==> config.mk <==
export PLATFORM = sky130hd
export DESIGN_NAME = game_round_ctrl
export DESIGN_NICKNAME = d
export VERILOG_FILES = /design/src/rtl/game_round_ctrl.sv
export SDC_FILE = /design/constraint.sdc
export NUM_CORES = 1
export LEC_CHECK = 0
export CAP_MARGIN = 20
export CORE_MARGIN = 5
export CORE_UTILIZATION = 50
export DETAILED_ROUTE_END_ITERATION = 12
export PLACE_DENSITY = 0.75
export SKIP_CTS_REPAIR_TIMING = 1
export SYNTH_ARGS = -nofsm -noshare
export SYNTH_HDL_FRONTEND = slang
export SYNTH_SLANG_ARGS = --single-unit
==> constraint.sdc <==
create_clock -name clk -period 2.3 [get_ports clk]
set_clock_uncertainty 0.2 [all_clocks]
set_input_delay 0.46 -clock clk [delete_from_list [all_inputs] [get_ports clk]]
set_output_delay 0.46 -clock clk [all_outputs]
set_load 0.005 [all_outputs]
==> src/rtl/game_round_ctrl.sv <==
// game_round_ctrl
// Match sequencer that sits above the physics engine. It paces the engine
// with a one-cycle update strobe per frame, requests an engine re-init
// before every rally, keeps both players' scores, holds a dead-time pause
// after each point and declares the match winner. It also owns the start
// and pause buttons.
module game_round_ctrl #(
    parameter int unsigned FRAME_DIV    = 833333,
    parameter int unsigned PAUSE_FRAMES = 60,
    parameter int unsigned WIN_SCORE    = 15,
    parameter int unsigned DIV_W        = 20
) (
    input  logic       clk,
    input  logic       rst,
    input  logic       start_btn,
    input  logic       pause_btn,
    input  logic       phys_valid,
    input  logic       phys_game_over,
    input  logic [1:0] phys_winner,
    output logic       phys_en,
    output logic       phys_reinit,
    output logic [3:0] p1_score,
    output logic [3:0] p2_score,
    output logic [1:0] last_point,
    output logic [1:0] match_winner,
    output logic [2:0] state_o,
    output logic       paused
);

    typedef enum logic [2:0] {
        IDLE       = 3'd0,
        REINIT     = 3'd1,
        PLAY       = 3'd2,
        POINT_WAIT = 3'd3,
        MATCH_OVER = 3'd4
    } state_t;

    localparam logic [DIV_W-1:0] DIV_LAST   = DIV_W'(FRAME_DIV - 1);
    localparam logic [7:0]       PAUSE_LOAD = 8'(PAUSE_FRAMES);
    localparam logic [3:0]       WIN        = 4'(WIN_SCORE);

    state_t           state_q, state_d;
    logic [DIV_W-1:0] div_q, div_d;
    logic [7:0]       wait_q, wait_d;
    logic [3:0]       p1_q, p1_d;
    logic [3:0]       p2_q, p2_d;
    logic [1:0]       last_q, last_d;
    logic [1:0]       winner_q, winner_d;
    logic             paused_q, paused_d;
    logic             phys_en_q, phys_en_d;

    logic             frame_tick;
    logic             point_hit;
    logic [3:0]       p1_inc;
    logic [3:0]       p2_inc;

    // Free-running frame divider; it only ever restarts on reset.
    always_comb begin
        frame_tick = (div_q == DIV_LAST);
        div_d      = frame_tick ? '0 : div_q + DIV_W'(1);
    end

    // Decode a usable point report and the saturated score candidates.
    always_comb begin
        point_hit = phys_valid && phys_game_over &&
                    ((phys_winner == 2'd1) || (phys_winner == 2'd2));
        p1_inc    = (p1_q == WIN) ? p1_q : p1_q + 4'd1;
        p2_inc    = (p2_q == WIN) ? p2_q : p2_q + 4'd1;
    end

    // Physics strobe is registered, so it lands the cycle after the tick.
    always_comb begin
        phys_en_d = frame_tick && (state_q == PLAY) && !paused_q;
    end

    // Next-state and match bookkeeping for the round sequencer.
    always_comb begin
        state_d  = state_q;
        wait_d   = wait_q;
        p1_d     = p1_q;
        p2_d     = p2_q;
        last_d   = last_q;
        winner_d = winner_q;
        paused_d = paused_q;

        case (state_q)
            IDLE: begin
                paused_d = 1'b0;
                if (start_btn) begin
                    p1_d     = 4'd0;
                    p2_d     = 4'd0;
                    last_d   = 2'd0;
                    winner_d = 2'd0;
                    state_d  = REINIT;
                end
            end

            REINIT: begin
                paused_d = 1'b0;
                state_d  = PLAY;
            end

            PLAY: begin
                if (point_hit) begin
                    // A point wins over a simultaneous pause press.
                    paused_d = 1'b0;
                    last_d   = phys_winner;
                    if (phys_winner == 2'd1) begin
                        p1_d = p1_inc;
                        if (p1_inc == WIN) begin
                            winner_d = 2'd1;
                            state_d  = MATCH_OVER;
                        end else begin
                            wait_d  = PAUSE_LOAD;
                            state_d = POINT_WAIT;
                        end
                    end else begin
                        p2_d = p2_inc;
                        if (p2_inc == WIN) begin
                            winner_d = 2'd2;
                            state_d  = MATCH_OVER;
                        end else begin
                            wait_d  = PAUSE_LOAD;
                            state_d = POINT_WAIT;
                        end
                    end
                end else if (pause_btn) begin
                    paused_d = ~paused_q;
                end
            end

            POINT_WAIT: begin
                paused_d = 1'b0;
                if (frame_tick) begin
                    if (wait_q == 8'd0) begin
                        state_d = REINIT;
                    end else begin
                        wait_d = wait_q - 8'd1;
                    end
                end
            end

            MATCH_OVER: begin
                paused_d = 1'b0;
                if (start_btn) begin
                    p1_d     = 4'd0;
                    p2_d     = 4'd0;
                    last_d   = 2'd0;
                    winner_d = 2'd0;
                    state_d  = REINIT;
                end
            end

            default: begin
                paused_d = 1'b0;
                state_d  = IDLE;
            end
        endcase
    end

    // State register; reset has priority over every input.
    always_ff @(posedge clk) begin
        if (rst) begin
            state_q   <= IDLE;
            div_q     <= '0;
            wait_q    <= 8'd0;
            p1_q      <= 4'd0;
            p2_q      <= 4'd0;
            last_q    <= 2'd0;
            winner_q  <= 2'd0;
            paused_q  <= 1'b0;
            phys_en_q <= 1'b0;
        end else begin
            state_q   <= state_d;
            div_q     <= div_d;
            wait_q    <= wait_d;
            p1_q      <= p1_d;
            p2_q      <= p2_d;
            last_q    <= last_d;
            winner_q  <= winner_d;
            paused_q  <= paused_d;
            phys_en_q <= phys_en_d;
        end
    end

    assign phys_en      = phys_en_q;
    assign phys_reinit  = (state_q == REINIT);
    assign p1_score     = p1_q;
    assign p2_score     = p2_q;
    assign last_point   = last_q;
    assign match_winner = winner_q;
    assign state_o      = state_q;
    assign paused       = paused_q;

endmodule

### Word level (Yosys, flattened, before mapping)

Index checks and enable logic that the tools add are counted.

* add/sub/neg operators: 4
* equal/unequal tests: 22
* mux-type cells: 32
* bitwise operators: 2
* reductions and logical operators: 19

Operators with widths (number)
* 8-bit two-way mux: 6
* 4-bit two-way mux: 7
* 3-bit two-way mux: 7
* 20-bit by 1-bit adder with 20-bit output (second input constant): 1
* 20-bit == test (second input constant): 1
* 4-bit == test (second input constant): 4
* 4-bit case mux with 2 select lines: 2
* 8-bit case mux with 2 select lines: 1
* 2-bit two-way mux: 6
* 3-bit case mux with 4 select lines: 1
* 4-bit AND reduction: 3
* 2-bit inequality test (second input constant): 5
* 4-bit by 1-bit adder with 4-bit output (second input constant): 2
* 8-bit zero test: 1
* 2-bit case mux with 2 select lines: 2
* 8-bit by 1-bit subtractor with 8-bit output (second input constant): 1
* 3-bit by 2-bit == test with 1-bit output (second input constant): 2
* 3-bit inequality test (second input constant): 2
* 6-bit AND reduction: 1
* 5-bit AND reduction: 1
* 1-bit logical AND: 4
* 2-bit by 1-bit inequality test with 1-bit output (second input constant): 2
* 2-bit nonzero test: 2
* 2-bit OR reduction: 2
* other kinds (12): 13

* register bits: 45
* input port bits: 8
* output and inout port bits: 18

### Longest topological paths before layout

* depth after elaboration: 7
* depth in mapped cells: 8

### Worst setup path before layout

Ideal clock, no wire load.

* path type: flip-flop to flip-flop
* start point: register p1_q[0] (netlist: p1_score[0])
* end point: register wait_q[0]
* setup time: 0.121 ns
* arrival time: 2.002 ns
* required time: 1.979 ns
* path slack: -0.023 ns
* stages on the path, launching flop included: 8
* buffers on the path: 1
* period minus slack after synthesis: 2.323 ns
* path through: dfxtp_1 -> ha_1 -> nor4bb_1 -> o311ai_2 -> and4_4 -> o21a_1 -> buf_6 -> mux2_4

* word-level cells in the longest chain between the ends: 5
* elaborated cells on any way between the ends: 6

RTL lines
* start, declared: RTL line 45 `logic [3:0] p1_q, p1_d;`
* start signal, assigned: RTL line 177 `p1_q <= p1_d;`
* 4-bit by 1-bit adder with 4-bit output / 4-bit == test (equally long branches): RTL line 67 `p1_inc = (p1_q == WIN) ? p1_q : p1_q + 4'd1;`
* 4-bit two-way mux (*): RTL line 67
* 4-bit == test (*): RTL line 110 `if (p1_inc == WIN) begin`
* 3-bit inequality test (no source line) (*)
* 6-bit AND reduction (no source line) (*)
* end signal, assigned: RTL line 176 `wait_q <= wait_d;`
* end, declared: RTL line 44 `logic [7:0] wait_q, wait_d;`

Every way passes the cells marked *; elsewhere a longest branch is shown, timed or not.
A chain may end at the register's enable or synchronous reset.

### Worst setup path after layout

* start point: input port phys_winner[0]
* end point: register p2_q[3] (netlist: p2_score[3])

* word-level cells in the longest chain between the ends: 5
* elaborated cells on any way between the ends: 7

RTL lines
* start, declared: RTL line 19 `input logic [1:0] phys_winner,`
* 2-bit by 1-bit == test with 1-bit output / 2-bit == test (equally long branches): RTL line 66, 108
* 1-bit logical OR: RTL line 66 `((phys_winner == 2'd1) || (phys_winner == 2'd2));`
* 1-bit logical AND: RTL line 65 `point_hit = phys_valid && phys_game_over &&`
* 2-bit inequality test (no source line)
* 4-bit AND reduction (no source line) (*)
* end signal, assigned: RTL line 178 `p2_q <= p2_d;`
* end, declared: RTL line 46 `logic [3:0] p2_q, p2_d;`

Marks and branches as above.

==> flow_metrics.py <==
metrics = {
    "power": {
        "powerDensity_nw_per_um2": 603,
        "power_frac_seq_pct": 47.1,
        "netSwitchingPower_uw": 530,
        "power_leakage_uw": 0.00109,
        "power_frac_clock_pct": 26.4,
        "swShare_pct": 29.0,
        "p_int_uw": 1300,
        "power_uw": 1830,
        "vdd_drop_max_uv": 358,
        "combPwrFrac_pct": 26.5,
    },
    "synth": {
        "yosys.area_share.simple_pct": 30.8,
        "synth_xor_area_share_pct": 7.04,
        "synthTopCellsByCount": "dfxtp_1, nor2_1, nand2_1",
        "syn_avg_cell_area_um2": 8.53,
        "synthMuxAreaShare_pct": 1.59,
        "ys_top_cells_by_area": "dfxtp_1, nor2_1, nand2_1",
        "syn_inst": 277,
        "yosysSeqAreaShare_pct": 38.1,
        "yosysWarnings": 0,
        "post-synth-top-count-cell": "dfxtp_1",
        "synth_ff_type": "dfxtp_1",
        "syn_nets": 292,
        "synth-edff-count": 0,
        "synth_area_leader_cell": "dfxtp_1",
        "synth_top_area_share_pct": 38.1,
        "netlist_area_um2": 2360,
        "ys_async_sr_fraction_pct": 0,
        "synth-adder-area-share_pct": 3.71,
        "synth_cell_types": 55,
        "synth_compound_area_share_pct": 14.7,
        "ys_ff_latch": 45,
        "synth_top_family_by_area": "simple AND/OR/NAND/NOR gates",
    },
    "setup_path": {
        "endpoint_kind": "flop",
        "r2r-end": "wait_q[1]$_SDFFE_PP0P_",
        "r2r_start": "p1_score[1]$_SDFFE_PP0P_",
        "cp_max_fo": 6,
        "r2r_cells": 7,
        "critPathArrivalTime_ps": 2250,
        "r2r_slack_ps": 100,
        "crit_type": "in -> reg",
        "crit_path_start_kind": "input pin",
        "crit_required_ps": 2310,
    },
    "cts": {
        "htreeDepth": 2,
        "clk_pin_slew_ps": 70,
        "cts_buffer_depth": 2,
        "cts_inserted_buffers": 5,
        "cts_tree": "done",
        "worstSkewPairLatency_ps": 290,
        "clock_sinks": 45,
        "cts_root_buf": "clkbuf_8",
    },
    "cells_and_area": {
        "fin_util_pct": 65.0,
        "n_antenna_cell": 0,
        "nNetsFinal": 344,
        "syn_to_final_growth_pct": 28.2,
        "design_area_um2": 3030,
        "drive_above_1_share_pct": 19.5,
        "stdcell_count": 383,
    },
    "place": {
        "dpl_cell_area_um2": 2830,
        "placed_cells": 373,
        "numPortBuffers": 25,
        "gp_congestion": 0.813,
        "dpl.hpwl_um": 3730,
    },
    "timing": {
        "worstMarginPinSlew_ps": 514,
        "setup-violations-final": 0,
        "fmax_ghz": 0.446,
        "hold_viol_final": 0,
        "period_share_pct": 97.6,
        "period_minus_slack_ps": 2240,
        "slew_headroom_pct": 65.5,
        "final-max-slew-violation-count": 0,
    },
    "die": {
        "die_area_um2": 6200,
        "rows": 25,
        "start_util_pct": 50.7,
        "fp.coreArea_um2": 4660,
        "die_w_um": 78.8,
        "die_y_um": 78.8,
        "io_pins": 26,
    },
    "worst_hold_path": {
        "holdPathEnd": "last_point[0]$_SDFFE_PP0P_",
        "hold_depth": 2,
        "hold_path_class": "reg -> reg",
        "hold_start": "last_point[0]$_SDFFE_PP0P_",
    },
    "global_route": {
        "antenna_found_initial": 0,
        "overflow": 0,
        "grt_util_all_layers_pct": 17.5,
        "grt_pass1_vias": 1963,
        "grt_pass1_wl_um": 8800,
        "grt_max_degree": 28,
    },
    "run_status": {
        "status": "complete, no violations",
    },
    "detailed_routing": {
        "viasPerCell": 5.62,
        "wire_per_inst_um": 13.5,
        "firstDrtPassIters": 4,
        "drt_iter0_markers": 98,
        "vias": 2151,
        "wl_um": 5180,
        "postRouteAntennaNets": 0,
        "drc": 0,
    },
    "run": {
        "drv_cap": 0,
    },
}
flip-flops by register name, summed over array words and instances, names as in the netlist:
name          flops
div_q            20
wait_q            8
p1_score          4
p2_score          4
state_o           3
last_point        2
match_winner      2
paused            1
phys_en           1
per-layer routing:
| metal | routed length (µm) | part of all wire (%) | GRT usage (%) | up-vias |
|---|---|---|---|---|
| met5 | 0 | 0 | 0 | - |
| met4 | 73 | 1.4 | 5.24 | 0 |
| met3 | 224 | 4.3 | 4.31 | 7 |
| met2 | 2380 | 46 | 28.4 | 43 |
| met1 | 2500 | 48 | 22.9 | 996 |
| li1 | - | - | - | 1105 |
power by group through the flow:
stage,Clock [µW],Sequential [µW],Combinational (µW)
after floorplan,0,871,273
after global placement,0,875,430
after detailed placement,0,876,437
after CTS,503,858,440
after global routing,529,866,529
final,483,860,484
stage by stage:
step | TNS (ps) | hold WS, ps | setup slack (ps)
global route | -18.5 | 284 | -10.2
finish | 0 | 249 | 56.3
detailed placement | -4900 | 244 | -357
CTS | -331 | 254 | -99.3
global placement | -4410 | 239 | -337
floorplan | 0 | 230 | 28.5
worst max-delay path by stage:
stage	from	end	slack (ps)	cells past startpoint
after floorplan	p2_score[0]$_SDFFE_PP0P_	wait_q[0]$_SDFFE_PP0P_	30	7
after global placement	phys_winner[1]	wait_q[3]$_SDFFE_PP0P_	-340	8
after detailed placement	phys_winner[1]	wait_q[1]$_SDFFE_PP0P_	-360	8
after CTS	state_o[0]$_SDFFE_PP0P_	phys_reinit	-100	3
after global routing	phys_winner[0]	p2_score[1]$_SDFFE_PP0P_	-10	9
final	phys_winner[0]	p2_score[3]$_SDFFE_PP0P_	60	7
area by class of cell:
cell class,instances,area (µm²)
fill,396,1630
multi-input combinational,212,1450
sequential,45,903
timing repair buffer,56,485
clock buffer,7,86.3
tap,54,67.6
inverter,9,33.8
worst max-delay path, stage by stage:
cell	delay, ps
clkdlybuf4s50_1	530
ha_4	210
nand3b_1	240
mux2i_4	250
and2_4	220
a41oi_1	130
a211oi_2	210
placed cells by master (no fill, tap or decap), types with 2 or more instances in the layout:
master,n
dfxtp_1,43
nor2_1,32
buf_4,31
clkdlybuf4s50_1,24
nand2_1,23
a21oi_1,15
nand3_1,12
nor3_1,12
o21ai_0,11
xnor2_1,10
nand4_1,9
xor2_1,9
inv_1,8
clkbuf_8,6
nand2b_1,5
o21a_1,5
ha_1,5
nand4b_1,4
nor2b_1,3
a311oi_1,3
or3b_1,2
or2_2,2
and2_1,2
nor4_1,2
and4b_1,2
and3_1,2
nor3b_1,2
a211oi_1,2
o211ai_1,2
and4_1,2
nor4_2,2
a211oi_2,2
dfxtp_2,2
cells by family (layout without fill, tap and decap cells):
family	after synthesis	count (layout)
DFF	45	45
adders and majority gates	7	7
and+or+nand+nor	132	132
buffers and inverters	20	72
xor gates and xnor gates	19	19
AOI/OAI and AO/OA	52	52
muxes	2	2
(Power assumes the default switching activity.)
